===== src/rtl/cordic_phase_detect_if.sv =====
// Sample-in / result-out handshake bundle for the CORDIC phase detector.
// The DUT uses the slave modport; whoever feeds samples and takes results uses master.
interface cordic_phase_detect_if #(
   parameter int DATA_W = 16
);
   logic signed [DATA_W-1:0] in_i;
   logic signed [DATA_W-1:0] in_q;
   logic                     in_valid;
   logic                     in_ready;
   logic [31:0]              phase;
   logic [DATA_W+1:0]        mag;
   logic                     out_valid;
   logic                     out_ready;

   modport slave (
      input  in_i, in_q, in_valid, out_ready,
      output in_ready, phase, mag, out_valid
   );

   modport master (
      output in_i, in_q, in_valid, out_ready,
      input  in_ready, phase, mag, out_valid
   );
endinterface


===== src/rtl/cordic_phase_detect.sv =====
// Iterative vectoring-mode CORDIC: recovers phase (2^32 LSB per turn) and scaled magnitude
// from a signed I/Q pair, one micro-rotation per clock.
//
//   state  | meaning
//   S_IDLE | waiting for a sample, in_ready high
//   S_ROT  | micro-rotations k=0..ITER-1, then one cycle to latch phase/mag
//   S_DONE | result presented, out_valid high until out_ready
module cordic_phase_detect #(
   parameter int DATA_W = 16,
   parameter int ITER   = 16
) (
   input logic                   clk,
   input logic                   reset,
   cordic_phase_detect_if.slave  bus
);

   localparam int         XW     = DATA_W + 3;
   localparam logic [4:0] K_LAST = 5'(ITER);

   typedef enum logic [1:0] {
      S_IDLE,
      S_ROT,
      S_DONE
   } state_t;

   state_t                r_state;
   state_t                w_state_nxt;
   logic signed [XW-1:0]  r_x;
   logic signed [XW-1:0]  r_y;
   logic [31:0]           r_z;
   logic [4:0]            r_k;
   logic                  r_zero;
   logic [31:0]           r_phase;
   logic [DATA_W+1:0]     r_mag;

   logic                  w_in_ready;
   logic                  w_out_valid;
   logic                  w_start;
   logic                  w_last;
   logic                  w_d;
   logic signed [XW-1:0]  w_i_ext;
   logic signed [XW-1:0]  w_q_ext;
   logic signed [XW-1:0]  w_x_sh;
   logic signed [XW-1:0]  w_y_sh;
   logic [31:0]           w_atan;

   // round(atan(2^-k) / (2*pi) * 2^32)
   function automatic logic [31:0] atan_lut(input logic [4:0] k);
      case (k)
         5'd0:    atan_lut = 32'h2000_0000;
         5'd1:    atan_lut = 32'h12E4_051E;
         5'd2:    atan_lut = 32'h09FB_385B;
         5'd3:    atan_lut = 32'h0511_11D4;
         5'd4:    atan_lut = 32'h028B_0D43;
         5'd5:    atan_lut = 32'h0145_D7E1;
         5'd6:    atan_lut = 32'h00A2_F61E;
         5'd7:    atan_lut = 32'h0051_7C55;
         5'd8:    atan_lut = 32'h0028_BE53;
         5'd9:    atan_lut = 32'h0014_5F2F;
         5'd10:   atan_lut = 32'h000A_2F98;
         5'd11:   atan_lut = 32'h0005_17CC;
         5'd12:   atan_lut = 32'h0002_8BE6;
         5'd13:   atan_lut = 32'h0001_45F3;
         5'd14:   atan_lut = 32'h0000_A2FA;
         5'd15:   atan_lut = 32'h0000_517D;
         5'd16:   atan_lut = 32'h0000_28BE;
         5'd17:   atan_lut = 32'h0000_145F;
         5'd18:   atan_lut = 32'h0000_0A30;
         5'd19:   atan_lut = 32'h0000_0518;
         5'd20:   atan_lut = 32'h0000_028C;
         5'd21:   atan_lut = 32'h0000_0146;
         5'd22:   atan_lut = 32'h0000_00A3;
         5'd23:   atan_lut = 32'h0000_0051;
         default: atan_lut = 32'h0000_0000;
      endcase
   endfunction

   always_ff @(posedge clk) begin
      if (reset) begin
         r_state <= S_IDLE;
      end else begin
         r_state <= w_state_nxt;
      end
   end

   always_comb begin
      w_state_nxt = r_state;
      w_in_ready  = 1'b0;
      w_out_valid = 1'b0;
      case (r_state)
         S_IDLE: begin
            w_in_ready = 1'b1;
            if (bus.in_valid) w_state_nxt = S_ROT;
         end
         S_ROT: begin
            if (r_k == K_LAST) w_state_nxt = S_DONE;
         end
         S_DONE: begin
            w_out_valid = 1'b1;
            if (bus.out_ready) w_state_nxt = S_IDLE;
         end
         default: w_state_nxt = S_IDLE;
      endcase
   end

   assign w_start = (r_state == S_IDLE) && bus.in_valid;
   assign w_last  = (r_state == S_ROT) && (r_k == K_LAST);
   assign w_i_ext = {{3{bus.in_i[DATA_W-1]}}, bus.in_i};
   assign w_q_ext = {{3{bus.in_q[DATA_W-1]}}, bus.in_q};
   assign w_d     = ~r_y[XW-1];
   assign w_x_sh  = r_x >>> r_k;
   assign w_y_sh  = r_y >>> r_k;
   assign w_atan  = atan_lut(r_k);

   // Left-half-plane inputs are pre-rotated by 180 deg so the iterations only cover +-90 deg.
   // An all-zero input would otherwise collect the sum of the ATAN table, hence r_zero.
   always_ff @(posedge clk) begin
      if (reset) begin
         r_x     <= '0;
         r_y     <= '0;
         r_z     <= '0;
         r_k     <= '0;
         r_zero  <= 1'b0;
         r_phase <= '0;
         r_mag   <= '0;
      end else if (w_start) begin
         r_k    <= '0;
         r_zero <= (bus.in_i == '0) && (bus.in_q == '0);
         if (bus.in_i[DATA_W-1]) begin
            r_x <= -w_i_ext;
            r_y <= -w_q_ext;
            r_z <= 32'h8000_0000;
         end else begin
            r_x <= w_i_ext;
            r_y <= w_q_ext;
            r_z <= 32'h0000_0000;
         end
      end else if (w_last) begin
         r_phase <= r_zero ? 32'h0000_0000 : r_z;
         r_mag   <= r_x[DATA_W+1:0];
      end else if (r_state == S_ROT) begin
         if (w_d) begin
            r_x <= r_x + w_y_sh;
            r_y <= r_y - w_x_sh;
            r_z <= r_z + w_atan;
         end else begin
            r_x <= r_x - w_y_sh;
            r_y <= r_y + w_x_sh;
            r_z <= r_z - w_atan;
         end
         r_k <= r_k + 5'd1;
      end
   end

   assign bus.in_ready  = w_in_ready;
   assign bus.out_valid = w_out_valid;
   assign bus.phase     = r_phase;
   assign bus.mag       = r_mag;

endmodule


===== src/flat_wrapper.sv =====
// flat-port wrapper written by rule: the top's interface ports become plain ports
module cordic_phase_detect_flat 
#(
   parameter int DATA_W = 16,
   parameter int ITER   = 16
)
  (clk, reset, bus_in_i, bus_in_q, bus_in_valid, bus_out_ready, bus_in_ready, bus_phase, bus_mag, bus_out_valid);
  cordic_phase_detect_if #(.DATA_W(DATA_W)) bus_i ();
  input logic clk;
  input logic reset;
  input wire logic [$bits(bus_i.in_i)-1:0] bus_in_i;
  input wire logic [$bits(bus_i.in_q)-1:0] bus_in_q;
  input wire logic [$bits(bus_i.in_valid)-1:0] bus_in_valid;
  input wire logic [$bits(bus_i.out_ready)-1:0] bus_out_ready;
  output wire logic [$bits(bus_i.in_ready)-1:0] bus_in_ready;
  output wire logic [$bits(bus_i.phase)-1:0] bus_phase;
  output wire logic [$bits(bus_i.mag)-1:0] bus_mag;
  output wire logic [$bits(bus_i.out_valid)-1:0] bus_out_valid;
  assign bus_i.in_i = bus_in_i;
  assign bus_i.in_q = bus_in_q;
  assign bus_i.in_valid = bus_in_valid;
  assign bus_i.out_ready = bus_out_ready;
  assign bus_in_ready = bus_i.in_ready;
  assign bus_phase = bus_i.phase;
  assign bus_mag = bus_i.mag;
  assign bus_out_valid = bus_i.out_valid;
  cordic_phase_detect #(.DATA_W(DATA_W), .ITER(ITER)) u_core (.clk(clk), .reset(reset), .bus(bus_i));
endmodule

===== config.mk =====
export PLATFORM = sky130hd
export DESIGN_NAME = cordic_phase_detect_flat
export DESIGN_NICKNAME = d
export VERILOG_FILES = /design/src/rtl/cordic_phase_detect_if.sv /design/src/rtl/cordic_phase_detect.sv /design/src/flat_wrapper.sv
export SDC_FILE = /design/constraint.sdc
export NUM_CORES = 1
export LEC_CHECK = 0
export ABC_AREA = 0
export CAP_MARGIN = 0
export CORE_ASPECT_RATIO = 1.5
export CORE_MARGIN = 1
export CORE_UTILIZATION = 35
export CTS_CLUSTER_SIZE = 20
export DETAILED_ROUTE_END_ITERATION = 8
export PLACE_DENSITY = 0.48
export SLEW_MARGIN = 20
export SYNTH_ARGS = -nofsm -noshare
export SYNTH_HDL_FRONTEND = slang
export SYNTH_SLANG_ARGS = --single-unit

===== constraint.sdc =====
create_clock -name clk -period 12.15 [get_ports clk]
set_input_delay 1.215 -clock clk [delete_from_list [all_inputs] [get_ports clk]]
set_output_delay 1.215 -clock clk [all_outputs]
set_load 0.02 [all_outputs]

# Word-level counts from Yosys, hierarchy flattened
# Memories as Yosys holds them, arrays and structs flattened. A register that Yosys moved wholly into a read port is not among the register bits.
# Cells that the tools add are included.
# classes
n_addsub	9
n_mul	0
div	0
n_lt_le_gt_ge	0
eq_ne	7
n_shift	2
mux	24
n_bitwise	2
reduce_logical	12
# ops
cell	count
two-way mux 32 bit	6
two-way mux 19 bit	10
adder 19 bit	2
negator 16 -> 19 bit	2
>>> shifter 19 x 5 -> 19 bit	2
subtractor 19 bit	2
adder 32 bit	1
zero test 16 bit	2
subtractor 32 bit	1
two-way mux 5 bit	2
two-way mux 2 bit	3
inequality test 2 bit, second input constant	3
one-hot mux 2 bit (3 select lines)	1
AND reduction 2 bit	3
adder 5 x 1 -> 5 bit, second input constant	1
equality test 5 bit, second input constant	1
logical AND 1 bit	3
AND reduction 3 bit	1
equality test 2 x 1 -> 1 bit, second input constant	1
equality test 2 bit, second input constant	1
zero test 2 bit	1
two-way mux 1 bit	2
inequality test 2 x 1 -> 1 bit, second input constant	1
NOT 1 bit	2
2 further kinds	2
# totals
ff_bits	128
latchBits	0
ramBits	0
rom_bits	960
inputBits	36
output_inout_bits	52
wordCells	65
n_memories	1
# memory_table
memory	depth	word_bits	read_ports	rd_ports_with_merged_regs	wr	line_no	rtl
(no name shown)	32	30	1	1	0	cordic_phase_detect.sv:49	case (k)

# Logic depth before layout (Yosys ltp)
# depth
word_depth	6
ltp_mapped	23
mapped_depth_nobuf	21

# Least setup slack after synthesis
# No wires, ideal clock.
# synth_path
path_kind	register to register
from	register u_core.r_k[0]
to	register u_core.r_y[11]
setup_time_ns	0.091
arrival_time_ns	4.367
slack_ns	7.692
stages_incl_launch_ff	19
n_path_buf	2
path_cell_list	dfxtp_1 -> buf_6 -> buf_6 -> mux4_2 -> mux2_2 -> mux4_2 -> inv_1 -> ha_1 -> a21oi_1 -> xnor2_1 -> ha_1 -> a2111oi_0 -> o21a_1 -> o21ai_0 -> a21o_1 -> a21oi_1 -> xnor2_1 -> nand2_1 -> a311oi_1
# synth_via
elab_chain_len	6
# synth_lines
item	line_no	rtl
start, declared	cordic_phase_detect.sv:31	logic [4:0] r_k;
start signal, assigned	cordic_phase_detect.sv:151	r_k <= r_k + 5'd1;
>>> shifter 19 x 5 -> 19 bit	cordic_phase_detect.sv:111	assign w_x_sh = r_x >>> r_k;
subtractor 19 bit or adder 19 bit (tied branches)	cordic_phase_detect.sv:144, cordic_phase_detect.sv:148	
two-way mux 19 bit	cordic_phase_detect.sv:142	if (w_d) begin
two-way mux 19 bit	cordic_phase_detect.sv:141	end else if (r_state == S_ROT) begin
two-way mux 19 bit	cordic_phase_detect.sv:138	end else if (w_last) begin
two-way mux 19 bit	cordic_phase_detect.sv:126	end else if (w_start) begin
end signal, assigned	cordic_phase_detect.sv:131	r_y <= -w_q_ext;
end signal, assigned	cordic_phase_detect.sv:144	r_y <= r_y - w_x_sh;
end signal, assigned	cordic_phase_detect.sv:148	r_y <= r_y + w_x_sh;
end, declared	cordic_phase_detect.sv:29	logic signed [XW-1:0] r_y;
# Several ways; a longest one is shown, not always the timed one. The select of a mux whose other input is x is not followed.
# A chain may end at the register's enable or synchronous reset.

# Final worst setup path
# layout_path
from	register u_core.r_k[0]
to	register u_core.r_x[18]
# layout_via
elab_chain_len	6
# layout_lines
item	line_no	rtl
>>> shifter 19 x 5 -> 19 bit	cordic_phase_detect.sv:112	assign w_y_sh = r_y >>> r_k;
adder 19 bit or subtractor 19 bit (tied branches)	cordic_phase_detect.sv:143, cordic_phase_detect.sv:147	
two-way mux 19 bit	cordic_phase_detect.sv:142	
two-way mux 19 bit	cordic_phase_detect.sv:141	
two-way mux 19 bit	cordic_phase_detect.sv:138	
two-way mux 19 bit	cordic_phase_detect.sv:126	
end signal, assigned	cordic_phase_detect.sv:130	r_x <= -w_i_ext;
end signal, assigned	cordic_phase_detect.sv:143	r_x <= r_x + w_y_sh;
end signal, assigned	cordic_phase_detect.sv:147	r_x <= r_x - w_y_sh;
end, declared	cordic_phase_detect.sv:28	logic signed [XW-1:0] r_x;
# Several ways; a longest one is shown, not always the timed one. The select of a mux whose other input is x is not followed.

==> results.json <==
{
  "status": "finished, violations left",
  "synthXorXnorAreaFrac": 0.07615,
  "critPathTopFamily": "compound AO/OA/AOI/OAI gates",
  "root_buffer": "clkbuf_16",
  "syn_avg_cell_area_um2": 7.997,
  "maxCapViolCount": 0,
  "cts_tree": "done",
  "worstPathArrival_ps": 5900,
  "end_kind": "flip-flop",
  "violations": "DRC",
  "postCtsResizedCells": 0,
  "async_reset_ff_frac": 0,
  "synth_cell_type_count": 85,
  "r2r_slack_ps": 6630,
  "cts_made_buffers": 17,
  "synth-main-ff-cell": "dfxtp_1",
  "synth_top_area_share": 0.2236,
  "drcViolationCount": 6,
  "grt_max_degree": 67,
  "relSlewSlack": 0.3697,
  "dieArea_um2": 41240,
  "grt.total_usage": 0.2394,
  "netlist_area_um2": 14150,
  "dieHeight_um": 248.2,
  "insertion_delay_ps": 470,
  "grt_pass1_wl_um": 76530,
  "startpoint_type": "flip-flop",
  "antenna_found_initial": 0,
  "n_antenna_cell": 0,
  "crit_buf_inv": 3,
  "hold_viol_final": 0,
  "die_w_um": 166.2,
  "wl_per_cell_um": 21.36,
  "synth_area_leader_cell": "dfxtp_1",
  "syn_nets": 1892,
  "htree_levels": 4,
  "final_core_util": 0.3962,
  "final_cell_mix": "223 x nand2_1, 195 x a21oi_1, 153 x dfxtp_1",
  "worst-slew-pin-transition_ps": 942.0,
  "totalWireLength_um": 49110,
  "start_util": 0.3568,
  "vias_per_cell": 5.897,
  "final-setup-viol-count": 0,
  "fin_crit_sh": 0.4542,
  "worstPathMaxFanout": 51,
  "hold_class": "flip-flop to flip-flop",
  "num-fill-cells": 4081,
  "synth_edf_count": 0,
  "r2r_end": "u_core.r_x[18]",
  "synth_fa_ha_area_frac": 0.07854,
  "timing.hold.ws_ps": 450.7,
  "skew_ps": 28.83,
  "portBuffers": 87,
  "synth_top_family_by_area": "compound AO/OA/AOI/OAI gates",
  "peakVddDrop_mv": 0.09941,
  "yosysWarnings": 0,
  "post_cts_buffers": 0,
  "cp_slowest_stage_delay_ps": 540,
  "clock.fmax_mhz": 181.2,
  "p_leak_nw": 5.923,
  "synth_seq_cells": 158,
  "synth.yosys.seq_area_share": 0.2236,
  "crit_type": "flip-flop to flip-flop",
  "setup_tns_ps": 0,
  "hpwl_um": 37150,
  "power.density_nw_per_um2": 158.9,
  "synth_cells": 1769,
  "clock-sinks": 158,
  "crit_end": "u_core.r_x[18]",
  "netlist_top_cells_area": "dfxtp_1 22%, ha_1 7.4%, a21oi_1 6.9%",
  "ff_latch_area_um2": 3169,
  "postCtsHoldBufs": 0,
  "path_cells": "buf_4, inv_1, mux2i_1, mux2_2, mux2i_1, inv_1, ha_1, and4bb_2, and3_1, nor2_1, o22ai_1, ha_1, a21o_1, a211oi_1, o21a_1, nor2_1, a211o_1, a211o_1, a21o_1, a21oi_1",
  "nets": 1909,
  "r2r-start": "u_core.r_k[0]",
  "cp_slowest_cell": "buf_4",
  "row_count": 89,
  "multi_input_area_um2": 10120,
  "drive_gt1_frac": 0.07337,
  "gp_congestion": 0.9232,
  "final_common_cell": "nand2_1",
  "ant_nets": 0,
  "vias": 13560,
  "ioPinCount": 88,
  "rsz0062_at_grt": "false",
  "synth_compound_area_frac": 0.2324,
  "required_ps": 12530,
  "startpoint": "u_core.r_k[0]",
  "first_pass_iters": 9,
  "cts.clk_slew.worst_paths_ps": 70,
  "cts_buffer_depth": 2,
  "muxShareOfSynthArea": 0.1122,
  "gr-total-overflow": 0,
  "drtIter0Drc": 869,
  "fin_crit_ps": 5518,
  "coreArea_um2": 39640,
  "slew_violations": 0,
  "syn_to_final_growth_pct": 11.04,
  "rr_worst_depth": 20,
  "yosys.area_share.simple": 0.2152,
  "grt_pass1_vias": 13160,
  "cp.depth": 20,
  "min_path_cells": 2
}
[synthesized netlist by cell type, types with 26 or more instances]
| cell type | instances |
|---|---|
| a211oi_1 | 36 |
| a21o_1 | 27 |
| a21oi_1 | 195 |
| clkbuf_1 | 66 |
| dfxtp_1 | 158 |
| ha_1 | 84 |
| inv_1 | 51 |
| mux2i_1 | 40 |
| mux4_2 | 26 |
| nand2_1 | 225 |
| nand2b_1 | 28 |
| nand3_1 | 42 |
| nand3b_1 | 36 |
| nor2_1 | 128 |
| nor3_1 | 37 |
| o21ai_0 | 87 |
| xnor2_1 | 79 |
| xor2_1 | 44 |
[final cells by class]
cell class,instances,area share
timing repair buffer,103,0.06293
sequential,158,0.2018
clock inverter,15,0.01091
tap,500,0.03983
multi-input combinational,1452,0.6446
inverter,54,0.01290
clock buffer,17,0.02708
[sequential cells by signal, indices dropped and copies added, names as in the netlist]
| signal | cells |
|---|---|
| u_core.r_y | 19 |
| u_core.bus.phase | 32 |
| u_core.w_atan | 30 |
| u_core.r_x | 19 |
| u_core.r_z | 32 |
| u_core.bus.mag | 18 |
| u_core.r_state | 2 |
| u_core.r_k | 5 |
| u_core.r_zero | 1 |
[logic make-up (layout without fill, tap and decap cells)]
family,after synthesis,in the layout
muxes,99,99
buffers and inverters,159,189
AOI/OAI and AO/OA,524,524
xor gates and xnor gates,123,123
adders and majority gates,87,87
DFF,158,158
and+or+nand+nor,619,619
[per-stage QoR]
step	cell area (µm²)	worst slack (ps)	instances	power, mW
floorplan	14150	7692	1769	1.628
global placement	15110	6670	2267	1.940
detailed placement	15110	6615	2267	1.946
CTS	15710	6616	2299	2.510
global route	15710	6197	2299	2.677
finish	15710	6632	2299	2.496
[worst min-delay path by stage]
stage,startpoint,end,slack (ps)
after global placement,u_core.bus.phase[4],u_core.bus.phase[4],440
after CTS,u_core.bus.phase[6],u_core.bus.phase[6],450
final,u_core.bus.phase[19],u_core.bus.phase[19],450
after detailed placement,u_core.bus.phase[6],u_core.bus.phase[6],440
after floorplan,u_core.r_x[0],u_core.bus.mag[0],440
after global routing,u_core.bus.phase[19],u_core.bus.phase[19],470
[per-layer routing]
metal  global-route usage  share of wire
met3              0.02224          0.032
met2               0.4777           0.55
met4               0.1045          0.036
met5                    0              0
met1               0.2533           0.38
[report_power, final]
| group | internal (mW) | switching (mW) | leakage (nW) | total, mW |
|---|---|---|---|---|
| logic | 0.552 | 0.741 | 4.35 | 1.29 |
| registers | 0.562 | 0.0858 | 1.29 | 0.648 |
| clock network | 0.277 | 0.278 | 0.284 | 0.554 |
| total | 1.39 | 1.10 | 5.92 | 2.50 |
[tightest hold or removal path, cell delays in order (launching register included)]
cell and delay, ps:
dfxtp_1 310, nand2_1 50, a21oi_1 50
(Power assumes the default switching activity.)
